===== config.mk =====
export PLATFORM = sky130hd
export DESIGN_NAME = regfile_multiport
export DESIGN_NICKNAME = d
export VERILOG_FILES = /design/src/rtl/regfile_pkg.sv /design/src/rtl/regfile_scoreboard.sv /design/src/rtl/regfile_multiport.sv
export SDC_FILE = /design/constraint.sdc
export NUM_CORES = 2
export LEC_CHECK = 0
export BUFFER_PORTS_ARGS = -buffer_cell sky130_fd_sc_hd__clkbuf_2
export CAP_MARGIN = 10
export CORE_UTILIZATION = 59
export CTS_BUF_LIST = sky130_fd_sc_hd__clkbuf_8
export DETAILED_ROUTE_END_ITERATION = 8
export PLACE_DENSITY = 0.76
export SETUP_SLACK_MARGIN = 0.02
export SLEW_MARGIN = 15
export SYNTH_ARGS = -nofsm -noshare
export SYNTH_HDL_FRONTEND = slang
export SYNTH_SLANG_ARGS = --single-unit

===== constraint.sdc =====
create_clock -name iClk -period 12.92 [get_ports iClk]
set_input_delay 2.584 -clock iClk [delete_from_list [all_inputs] [get_ports iClk]]
set_output_delay 2.584 -clock iClk [all_outputs]
set_load 0.1 [all_outputs]

===== src/rtl/regfile_pkg.sv =====
// Shared widths, well-known register indices and types for the integer register file.
package regfile_pkg;

  localparam int REG_ADDR_W = 5;
  localparam int REG_DATA_W = 32;

  localparam logic [REG_ADDR_W-1:0] ZERO_REG = 5'd0;
  localparam logic [REG_ADDR_W-1:0] A0_REG   = 5'd10;

  typedef logic [REG_ADDR_W-1:0] reg_addr_t;
  typedef logic [REG_DATA_W-1:0] reg_data_t;

endpackage


===== src/rtl/regfile_scoreboard.sv =====
// Pending-write scoreboard: one bit per register, set by issue-stage locks, cleared by write-back.
module regfile_scoreboard
  import regfile_pkg::*;
#(
  parameter int ADDRESS_WIDTH = REG_ADDR_W,
  parameter int NUM_READ      = 2
) (
  input  logic                              clk_i,
  input  logic                              rst_i,
  input  logic                              write_en_i,
  input  logic [ADDRESS_WIDTH-1:0]          write_addr_i,
  input  logic                              lock_en_i,
  input  logic [ADDRESS_WIDTH-1:0]          lock_addr_i,
  input  logic [NUM_READ*ADDRESS_WIDTH-1:0] read_addr_i,
  output logic [NUM_READ-1:0]               lookup_o
);

  localparam int DEPTH = 2 ** ADDRESS_WIDTH;

  logic [DEPTH-1:0] pending_q;
  logic [DEPTH-1:0] pending_d;

  // Clear first, then set: a new producer issued in the write-back cycle keeps the bit high.
  always_comb begin
    pending_d = pending_q;
    if (write_en_i && (write_addr_i != '0)) begin
      pending_d[write_addr_i] = 1'b0;
    end
    if (lock_en_i && (lock_addr_i != '0)) begin
      pending_d[lock_addr_i] = 1'b1;
    end
    pending_d[0] = 1'b0;
  end

  always_ff @(posedge clk_i) begin
    if (rst_i) begin
      pending_q <= '0;
    end else begin
      pending_q <= pending_d;
    end
  end

  // Lookups see the post-update vector so they line up with the write-first read data.
  for (genvar k = 0; k < NUM_READ; k++) begin : g_lookup
    assign lookup_o[k] = pending_d[read_addr_i[k*ADDRESS_WIDTH +: ADDRESS_WIDTH]];
  end

endmodule


===== src/rtl/regfile_multiport.sv =====
// Integer register file: NUM_READ registered write-first read ports, one write port,
// hardwired x0, pending-write scoreboard and a registered tap of one architectural register.
module regfile_multiport
  import regfile_pkg::*;
#(
  parameter int ADDRESS_WIDTH = REG_ADDR_W,
  parameter int DATA_WIDTH    = REG_DATA_W,
  parameter int NUM_READ      = 2,
  parameter int TAP_REG       = int'(A0_REG)
) (
  input  logic                              iClk,
  input  logic                              iRst,
  input  logic                              iWriteEn,
  input  logic [ADDRESS_WIDTH-1:0]          iWriteAddress,
  input  logic [DATA_WIDTH-1:0]             iDataIn,
  input  logic [NUM_READ*ADDRESS_WIDTH-1:0] iReadAddress,
  input  logic                              iLockEn,
  input  logic [ADDRESS_WIDTH-1:0]          iLockAddress,
  output logic [NUM_READ*DATA_WIDTH-1:0]    oRegData,
  output logic [NUM_READ-1:0]               oPending,
  output logic [DATA_WIDTH-1:0]             oTapData
);

  localparam int DEPTH = 2 ** ADDRESS_WIDTH;
  localparam logic [ADDRESS_WIDTH-1:0] TAP_ADDR = ADDRESS_WIDTH'(TAP_REG);

  logic [DATA_WIDTH-1:0] mem_q [DEPTH];
  logic [DATA_WIDTH-1:0] rdata_d [NUM_READ];
  logic [DATA_WIDTH-1:0] rdata_q [NUM_READ];
  logic [NUM_READ-1:0]   pending_d;
  logic [NUM_READ-1:0]   pending_q;
  logic [DATA_WIDTH-1:0] tap_d;
  logic [DATA_WIDTH-1:0] tap_q;
  logic                  write_live;

  assign write_live = iWriteEn && (iWriteAddress != '0);

  // Entry 0 is never written, so it always holds zero.
  always_ff @(posedge iClk) begin
    if (iRst) begin
      for (int i = 0; i < DEPTH; i++) begin
        mem_q[i] <= '0;
      end
    end else if (write_live) begin
      mem_q[iWriteAddress] <= iDataIn;
    end
  end

  for (genvar k = 0; k < NUM_READ; k++) begin : g_read
    logic [ADDRESS_WIDTH-1:0] raddr;
    assign raddr = iReadAddress[k*ADDRESS_WIDTH +: ADDRESS_WIDTH];

    always_comb begin
      rdata_d[k] = mem_q[raddr];
      if (raddr == '0) begin
        rdata_d[k] = '0;
      end else if (write_live && (iWriteAddress == raddr)) begin
        rdata_d[k] = iDataIn;
      end
    end

    assign oRegData[k*DATA_WIDTH +: DATA_WIDTH] = rdata_q[k];
  end

  always_comb begin
    tap_d = mem_q[TAP_ADDR];
    if (write_live && (iWriteAddress == TAP_ADDR)) begin
      tap_d = iDataIn;
    end
  end

  regfile_scoreboard #(
    .ADDRESS_WIDTH (ADDRESS_WIDTH),
    .NUM_READ      (NUM_READ)
  ) u_scoreboard (
    .clk_i        (iClk),
    .rst_i        (iRst),
    .write_en_i   (iWriteEn),
    .write_addr_i (iWriteAddress),
    .lock_en_i    (iLockEn),
    .lock_addr_i  (iLockAddress),
    .read_addr_i  (iReadAddress),
    .lookup_o     (pending_d)
  );

  always_ff @(posedge iClk) begin
    if (iRst) begin
      for (int k = 0; k < NUM_READ; k++) begin
        rdata_q[k] <= '0;
      end
      pending_q <= '0;
      tap_q     <= '0;
    end else begin
      for (int k = 0; k < NUM_READ; k++) begin
        rdata_q[k] <= rdata_d[k];
      end
      pending_q <= pending_d;
      tap_q     <= tap_d;
    end
  end

  assign oPending = pending_q;
  assign oTapData = tap_q;

endmodule


==> results.cfg <==
[setup_path]
r2r_slack_ns = 10.87
required_ns = 13.58
reg2reg_from = mem_q[10][16]$_SDFFCE_PN0P_
end_kind = flop
ff2ff_path_depth = 4
path_cells = buf_8, buf_4, buf_4, mux4_2, mux4_2, mux2i_1, a211oi_1
start_kind = input pin
cp_max_fo = 74
r2r_end = rdata_q[0][48]$_SDFF_PP0_
worstPathArrival_ns = 6.22
cpPeakStageDelay_ns = 0.78
crit_path_top_delay_cell = buf_4
crit_type = in -> reg

[yosys]
ys.flop_type = edfxtp_1
netlist_area_sq_um = 59180
synth.area.mux_share_pct = 25.55
synthAdderAreaFrac_pct = 0
ys_async_sr_fraction_pct = 0
ys_ff_latch = 1153
synth_cell_types = 63
synthCells = 3741
yosys.area_share.simple_pct = 12.38
synth_top_family_by_area = multiplexers
synth_edf_count = 1024
synth_compound_area_share_pct = 2.685
synth_xor_area_share_pct = 0.1480
yosysSeqAreaShare_pct = 56.32
avgSynthCellArea_sq_um = 15.82
yosys_warnings = 0

[worst_hold_path]
min_to = oTapData[21]$_SDFF_PP0_
hold_start = mem_q[10][21]$_SDFFCE_PN0P_
hold_path.class = reg -> reg
min_path_cells = 1

[grt]
grt_max_degree = 100
grt_use_total_pct = 37.15
grt_pass1_vias = 36800
grt_pass1_wl_microns = 263500
antenna_found_initial = 18
overflow = 0

[routing]
first_pass_iters = 6
top_layer = met5
dr_wl_met2_microns = 83040
wl_met3_microns = 30640
wl_met1_microns = 62940
route.vias.total = 37490
wire_per_inst_microns = 35.27
totalWireLength_microns = 186300
drcViolationCount = 0
routed_via_density = 7.098
postRouteAntennaNets = 0
drtIter0Drc = 6833

[timing]
finalSetupViolCount = 0
hold_viol = 0
slew_viol_final = 0
period_share_pct = 43.03
fmax_mhz = 179.9
maxSlewHeadroom_pct = 17.54
worstMarginPinSlew_ns = 1.233
setup_tns_ns = 0
grt_setup_unrepaired = no
fin_crit_ns = 5.559
finalClockSkew_ns = 0.05308

[clocking]
cts_max_level = 4
cts_buffers = 190
cts-hold-fix-buffers = 0
cts_sinks = 1153
clkTransAtPathRegs_ns = 0.06
postCtsSetupRepairBufs = 0
cts_buffer_depth = 3
cts-root-buf = clkbuf_8
ctsResizeCount = 0
cts_tree = built
clk_latency_ns = 0.88

[layout]
fillCellCount = 6665
fin_area_sq_um = 64990
drive_gt1_share_pct = 30.45
syn_to_final_growth_pct = 9.814
layout.nets = 3877

[die]
num_rows = 115
core_sq_um = 98850
die_x_microns = 318.7
die_area_sq_um = 101600
initial_utilization_pct = 59.87
die_h_microns = 318.7
ios = 154

[power]
p_per_area_nw_per_um2 = 133.7
power_mw = 8.692
power.leakage_nw = 22.80
vdd_drop_max_mv = 0.1279

[placed_design]
place_congestion = 0.8659
post_dp_cell_area_sq_um = 61390
hpwl_microns = 102300
io_buffers = 153

[job]
maxCapViolCount = 0

[status]
status = finished, final reports clean
[cells in the final DEF (no fill, tap or decap), types with 25 or more instances in the layout]
master and n:
buf_4 105, edfxtp_1 1024, o21ai_4 25, mux4_2 643
clkbuf_8 206, nor2_4 29, a211oi_1 73, mux2i_1 64
and2_1 994, a21o_1 32, nor2_1 127, clkinv_1 50
clkbuf_2 144, conb_1 32, inv_1 67, dfxtp_1 129
[worst max-delay path: cells and delay by family]
kind	cells	cell delay, ns
AO/OA/AOI/OAI	1	0.11
buffers and inverters	3	2.06
multiplexers	3	1.27
[cells in the mapped netlist, types with 7 or more instances]
cell type  number  area share (%)
nand2_1        27            0.17
a211oi_1       73            0.93
a21o_1         32            0.41
buf_4          11            0.14
dfxtp_1       129             4.4
o21a_1         10            0.13
buf_1          19            0.12
nor2_1        156            0.99
mux4_2        643              24
clkbuf_1      297             1.9
o32ai_1         7            0.10
buf_2          63            0.53
o21ai_0        41            0.35
a21oi_1        20            0.17
mux2i_1        64             1.1
buf_6          10            0.19
and2_1        994              11
edfxtp_1     1024              52
[cells by family (layout without fill, tap and decap cells)]
family / count (synthesis) / count (layout)
xor gates and xnor gates: 10 / 10
and+or+nand+nor: 1236 / 1236
DFF: 1153 / 1153
muxes: 707 / 707
other: 1 / 43
buffers and inverters: 407 / 619
AOI/OAI and AO/OA: 227 / 227
[metal layers]
metal,up-vias,global-route usage [%]
met5,-,0
met4,2,17.85
met3,642,11.99
met2,3402,53.99
met1,18800,51.14
li1,14650,-
[state kept, by name, summed over array words and instances, names as in the netlist]
| signal | cells |
|---|---|
| oTapData | 32 |
| mem_q | 1024 |
| rdata_q | 64 |
| u_scoreboard.pending_q | 31 |
| oPending | 2 |
[stage by stage]
step / hold WS (ns) / utilization [%] / cells / worst slack, ns
after floorplan: 0.4538 / - / 3772 / 6.879
after global placement: 0.4683 / 62.09 / 4915 / 6.502
after detailed placement: 0.4855 / 62.10 / 4916 / 6.477
after CTS: 0.5000 / 65.72 / 5271 / 7.353
after global routing: 0.5314 / 65.72 / 5273 / 7.111
final: 0.5011 / 65.75 / 5282 / 7.361
[layout make-up]
class	instances	area, sq um	share of cell area (%)
multi-input combinational	2212	24790	38.15
sequential	1153	33330	51.29
clock inverter	149	739.5	1.138
inverter	7	26.28	0.04043
clock buffer	206	2835	4.362
tap	1287	1610	2.478
timing repair buffer	257	1627	2.503
antenna	11	27.53	0.04235
[worst max-delay path by stage]
stage                     start                         end
6_report        iReadAddress[5]   rdata_q[0][36]$_SDFF_PP0_
3_3_place_gp    iReadAddress[5]   rdata_q[0][35]$_SDFF_PP0_
2_1_floorplan  iWriteAddress[2]  mem_q[11][0]$_SDFFCE_PN0P_
5_1_grt         iReadAddress[5]   rdata_q[0][36]$_SDFF_PP0_
3_5_place_dp    iReadAddress[5]   rdata_q[0][36]$_SDFF_PP0_
4_1_cts         iReadAddress[5]   rdata_q[0][36]$_SDFF_PP0_
[report_power, final]
group	switching [mW]	internal (mW)
registers	0.120	4.28
logic	0.764	0.460
clock network	1.54	1.53
total	2.42	6.27
No activity file was read; power rests on OpenSTA's default activity.
